[src/rtl/pixel_autorange.sv]
// Per-frame min/max tracker and 8-bit normaliser. Each pixel is scaled with the
// range of the previous frame; a serial divider turns that range into a scale.
module pixel_autorange #(
  parameter  int MAX_ADDR = 63,
  parameter  int IN_W     = 16,
  parameter  int FRAC_W   = 16,
  localparam int ADDRW    = $clog2(MAX_ADDR + 1),
  localparam int QW       = FRAC_W + 8
) (
  input  logic             i_clk,
  input  logic             i_rst,
  input  logic             i_wr_valid,
  input  logic [ADDRW-1:0] i_wr_addr,
  input  logic [IN_W-1:0]  i_wr_data,
  output logic             o_wr_valid,
  output logic [ADDRW-1:0] o_wr_addr,
  output logic [7:0]       o_wr_data,
  output logic             o_frame_done,
  output logic             o_busy,
  output logic [IN_W-1:0]  o_min,
  output logic [IN_W-1:0]  o_max
);

  localparam int CW = $clog2(QW);
  localparam int PW = IN_W + QW;
  localparam logic [QW-1:0] DIVIDEND  = QW'(255) << FRAC_W;
  localparam logic [QW-1:0] DEF_SCALE = QW'(1) << (QW - IN_W);

  typedef enum logic [1:0] {IDLE, DIV, COMMIT} state_t;

  state_t            state_q, state_d;
  logic              accept, frame_end;
  logic [IN_W-1:0]   acc_min_q, acc_max_q, fmin, fmax;
  logic [IN_W-1:0]   min_lat_q, max_lat_q, span_q;
  logic [IN_W-1:0]   act_min_q;
  logic [QW-1:0]     act_scale_q;
  logic [CW-1:0]     cnt_q;
  logic [IN_W-1:0]   rem_q, rem_d, diff;
  logic [QW-1:0]     quo_q;
  logic [IN_W:0]     trial;
  logic              ge;

  assign accept    = i_wr_valid && ({1'b0, i_wr_addr} <= (ADDRW+1)'(MAX_ADDR));
  assign frame_end = accept && (i_wr_addr == ADDRW'(MAX_ADDR));

  // Range including the current sample, so the frame-end pixel counts.
  assign fmin = (i_wr_data < acc_min_q) ? i_wr_data : acc_min_q;
  assign fmax = (i_wr_data > acc_max_q) ? i_wr_data : acc_max_q;

  always_ff @(posedge i_clk or posedge i_rst) begin
    if (i_rst) begin
      acc_min_q <= '1;
      acc_max_q <= '0;
    end else if (frame_end) begin
      acc_min_q <= '1;
      acc_max_q <= '0;
    end else if (accept) begin
      acc_min_q <= fmin;
      acc_max_q <= fmax;
    end
  end

  always_comb begin
    state_d = state_q;
    unique case (state_q)
      IDLE:    if (frame_end) state_d = DIV;
      DIV:     if (frame_end) state_d = DIV;
               else if (cnt_q == CW'(QW - 1)) state_d = COMMIT;
      COMMIT:  state_d = frame_end ? DIV : IDLE;
      default: state_d = IDLE;
    endcase
  end

  always_ff @(posedge i_clk or posedge i_rst) begin
    if (i_rst) state_q <= IDLE;
    else       state_q <= state_d;
  end

  assign o_busy = (state_q != IDLE);

  // Restoring divider: quo_q starts as the dividend and fills with quotient bits.
  assign trial = {rem_q, quo_q[QW-1]};
  assign ge    = (trial >= {1'b0, span_q});
  assign diff  = trial[IN_W-1:0] - span_q;
  assign rem_d = ge ? diff : trial[IN_W-1:0];

  always_ff @(posedge i_clk or posedge i_rst) begin
    if (i_rst) begin
      cnt_q       <= '0;
      rem_q       <= '0;
      quo_q       <= '0;
      span_q      <= IN_W'(1);
      min_lat_q   <= '0;
      max_lat_q   <= '0;
      act_min_q   <= '0;
      act_scale_q <= DEF_SCALE;
    end else begin
      if (frame_end) begin
        min_lat_q <= fmin;
        max_lat_q <= fmax;
        span_q    <= (fmax == fmin) ? IN_W'(1) : fmax - fmin;
        cnt_q     <= '0;
        rem_q     <= '0;
        quo_q     <= DIVIDEND;
      end else if (state_q == DIV) begin
        rem_q <= rem_d;
        quo_q <= {quo_q[QW-2:0], ge};
        cnt_q <= cnt_q + CW'(1);
      end
      // A frame end landing on COMMIT makes this result stale; drop it.
      if (state_q == COMMIT && !frame_end) begin
        act_scale_q <= quo_q;
        act_min_q   <= min_lat_q;
      end
    end
  end

  assign o_min = min_lat_q;
  assign o_max = max_lat_q;

  logic [1:0]       vld_pipe_q, fd_pipe_q;
  logic [ADDRW-1:0] addr1_q, addr2_q;
  logic [IN_W-1:0]  d_s1, d1_q;
  logic [QW-1:0]    scale1_q;
  logic [PW-1:0]    prod_sh;
  logic [7:0]       pix_d, pix_q;

  assign d_s1    = (i_wr_data < act_min_q) ? '0 : i_wr_data - act_min_q;
  assign prod_sh = (PW'(d1_q) * PW'(scale1_q)) >> FRAC_W;
  assign pix_d   = (|prod_sh[PW-1:8]) ? 8'hFF : prod_sh[7:0];

  // Min and scale are captured together so one pixel never mixes two frames.
  always_ff @(posedge i_clk or posedge i_rst) begin
    if (i_rst) begin
      vld_pipe_q <= '0;
      fd_pipe_q  <= '0;
      addr1_q    <= '0;
      addr2_q    <= '0;
      d1_q       <= '0;
      scale1_q   <= '0;
      pix_q      <= '0;
    end else begin
      vld_pipe_q <= {vld_pipe_q[0], accept};
      fd_pipe_q  <= {fd_pipe_q[0], frame_end};
      addr1_q    <= i_wr_addr;
      addr2_q    <= addr1_q;
      d1_q       <= d_s1;
      scale1_q   <= act_scale_q;
      pix_q      <= pix_d;
    end
  end

  assign o_wr_valid   = vld_pipe_q[1];
  assign o_frame_done = fd_pipe_q[1];
  assign o_wr_addr    = addr2_q;
  assign o_wr_data    = pix_q;

endmodule
[config.mk]
export PLATFORM = sky130hd
export DESIGN_NAME = pixel_autorange
export DESIGN_NICKNAME = d
export VERILOG_FILES = /design/src/rtl/pixel_autorange.sv
export SDC_FILE = /design/constraint.sdc
export NUM_CORES = 1
export LEC_CHECK = 0
export ABC_AREA = 1
export CORE_UTILIZATION = 45
export CTS_CLUSTER_SIZE = 16
export DETAILED_ROUTE_END_ITERATION = 8
export GPL_TIMING_DRIVEN = 0
export SKIP_LAST_GASP = 1
export SLEW_MARGIN = 10
export SYNTH_ARGS = -nofsm -noshare
export SYNTH_HDL_FRONTEND = slang
export SYNTH_SLANG_ARGS = --single-unit
[constraint.sdc]
create_clock -name i_clk -period 10.6 [get_ports i_clk]
set_input_delay 2.65 -clock i_clk [delete_from_list [all_inputs] [get_ports i_clk]]
set_output_delay 2.65 -clock i_clk [all_outputs]
set_load 0.005 [all_outputs]
==> flow_summary_export.csv <==
group,metric,value,unit
sta,min_period_over_period,66.3,%
cts,post_cts_resized,0,
setup_path,path_delay_family,"adder cells",
placement,numPortBuffers,73,
setup_path,r2r_cells,25,
grt,grt_max_degree,125,
die,rows,85,
power,ir_drop,0.195,mV
layout,multi_input_area,15300,um^2
route,avgViaCountPerCell,5.08,
cts,clkTransAtPathRegs,0.06,ns
sta,hold_viol,0,
route,route.detailed.drc,0,
sta,slew_headroom,38.5,%
placement,dpl_cell_area,26300,um^2
placement,gp_congestion,0.963,
cts,post_cts_buffers,0,
synth,syn_nets,3669,
cts,cts_tree,"built",
sta,max_freq,142,MHz
cts,clk_latency,0.56,ns
setup_path,r2r_setup_slack,3.57,ns
synth,syn_avg_cell_area,7.83,um^2
route,wire_per_inst,17.5,um
synth,ys_types,46,
layout,nNetsFinal,3771,
synth,synth-edff-count,0,
layout,layout-drive-gt1-share,3.24,%
setup_path,start_kind,"flop",
power,p_leak,0.0151,uW
die,core-area,53900,um^2
power,fin_total_pwr,3780,uW
synth,async_reset_ff_share,100,%
cts,cts.sinks,231,
sta,drv_slew,0,
setup_path,r2r_start,"scale1_q[15]$_DFF_PP0_",
layout,layout_commonest_cell,"nand2_1",
cts,cts_buffers,26,
synth,seq_area_frac_synth,23.6,%
route,drt_iter0_drc,1282,
synth,synthCells,3148,
synth,ys.flop_type,"dfrtp_1",
grt,antenna_found_initial,1,
layout,antennaDiodeCount,0,
placement,dp_hpwl,57.3,mm
setup_path,max_stage_delay,0.68,ns
cts,root_buffer,"clkbuf_16",
die,fp.dieW,236,um
setup_path,cp.required,10.98,ns
setup_path,cp-startpoint,"scale1_q[15]$_DFF_PP0_",
die,initial_core_util,45.7,%
die,die-area,55700,um^2
grt,grt_pass1_vias,21430,
setup_path,timing.rr.end,"o_wr_data[2]$_DFF_PP0_",
layout,fin_area,27100,um^2
layout,seqCellArea,5800,um^2
setup_path,cp.depth,25,
run_status,status,"finished, final reports clean",
sta,finClkSkew,0.0280,ns
cts,clk_path_buf_depth,3,
cts,htreeDepth,1,
layout,final_cell_mix,"nand2_1 (824), inv_1 (804), fa_1 (308)",
worst_hold_path,hold_depth,0,
setup_path,cp.arrival,7.41,ns
grt,grt_first_pass_wirelength,113,mm
setup_path,slowest_stage,"clkbuf_1",
sta,setup_viol,0,
setup_path,worst-path-max-fanout,10,
cts,holdBufCountCts,0,
setup_path,endpoint_kind,"flop",
die,die_y,236,um
route,vias,20129,
route,ant_nets,0,
die,io_pins,74,
sta,period_needed,7.03,ns
synth,synth_top_area_cell,"fa_1",
grt,grt_util_all_layers,25.8,%
layout,syn_to_final_growth,10.2,%
synth,ys_ff_latch,231,
synth,synth_area,24600,um^2
layout,fillCellCount,5193,
synth,synth.top_cell.area_share,25.0,%
sta,worst_slew_pin_slew,0.923,ns
power,powerDensity,139,nW/um^2
setup_path,critPathKind,"flop to flop",
setup_path,critical_path.endpoint,"o_wr_data[2]$_DFF_PP0_",
grt,overflow,0,
sta,holdWs,0.346,ns
synth,yosysWarnings,0,
setup_path,cp_num_buf_inv,6,
synth,synth_area_leaders,"fa_1 (25%), dfrtp_1 (22%), nand2_1 (13%)",
sta,rsz0062_at_grt,"false",
route,wirelength,69.5,mm
route,first_pass_iters,7,
run,cap_viol_max_count,0,
worst_hold_path,hold_class,"flop to flop",
[worst register-to-register path, cell delays in order (launching register included)]
cell and delay [ns]:
dfrtp_1 0.32, clkbuf_1 0.44, clkbuf_1 0.68, nand2_1 0.17
fa_1 0.52, fa_1 0.54, fa_1 0.52, inv_1 0.05
fa_1 0.45, fa_1 0.51, inv_1 0.05, fa_1 0.61
inv_1 0.07, ha_1 0.36, nand2_1 0.17, inv_1 0.05
nand2_1 0.06, nand2_1 0.07, a21oi_1 0.28, nor2_1 0.08
nor3_1 0.20, nand2_1 0.08, nand2_1 0.06, nand4_1 0.16
nor2_4 0.22, nand4_1 0.16
[routing by layer]
metal,part of all wire [%],GRT usage (%)
met1,40,31.3
met3,5.1,2.22
met5,0,0
met4,4.7,11.1
met2,50,46.8
[worst min-delay path by stage]
stage                                 startpoint                     end
after floorplan           fd_pipe_q[0]$_DFF_PP0_  fd_pipe_q[1]$_DFF_PP0_
after global placement      addr1_q[2]$_DFF_PP0_  o_wr_addr[2]$_DFF_PP0_
after detailed placement    addr1_q[1]$_DFF_PP0_  o_wr_addr[1]$_DFF_PP0_
after CTS                   addr1_q[0]$_DFF_PP0_  o_wr_addr[0]$_DFF_PP0_
after global routing        addr1_q[0]$_DFF_PP0_  o_wr_addr[0]$_DFF_PP0_
final                       addr1_q[0]$_DFF_PP0_  o_wr_addr[0]$_DFF_PP0_
[synthesized netlist by cell type (10+ instances only)]
library cell and number:
a21oi_1 108, buf_2 14, clkbuf_1 101, dfrtp_1 213, dfstp_2 18, fa_1 308, ha_1 188, inv_1 805
nand2_1 824, nand2_2 10, nand3_1 59, nand4_1 21, nor2_1 117, nor3_1 14, o21ai_0 146, o21ai_1 15
o21bai_1 12, o22ai_1 50, xnor2_1 30, xor2_1 21
[cell type report]
type | instances | area share [%]
inverters | 808 | 11.2
plain buffers | 120 | 1.74
well taps | 696 | 3.21
clock inverters | 16 | 0.608
multi-input cells | 1989 | 56.5
flip-flops and latches | 231 | 21.4
repair buffers | 74 | 2.79
clock buffers | 32 | 2.63
[kinds of logic after synthesis]
group	synth area share, %
and+or+nand+nor	17.3
buffers and inverters	14.2
adders and majority gates	34.6
AOI/OAI and AO/OA	8.50
DFF	23.6
xor gates and xnor gates	1.81
[sequential cells by signal, summed over array words and instances (netlist names), 8 cells and up]
signal and cells:
act_scale_q 24, quo_q 24, span_q 16, acc_min_q 16
scale1_q 24, o_wr_data 8, d1_q 16, rem_q 16
acc_max_q 16, o_max 16, o_min 16, act_min_q 16
[report_power, final]
part	total (uW)	leakage, uW	internal (uW)	switching (uW)
clock	909	0.000432	531	378
combinational	1690	0.0118	640	1050
sequential	1190	0.00288	1090	100
total	3780	0.0151	2260	1530
[per-stage QoR]
stage	setup slack, ns	TNS, ns	utilization, %	instances
after floorplan	1.65	0	-	3148
after global placement	-1.16	-238.62	48.7	3917
after detailed placement	3.59	0	48.7	3918
after CTS	3.55	0	50.3	3966
after global routing	3.18	0	50.3	3966
final	3.57	0	50.3	3966
(Power assumes the default switching activity.)
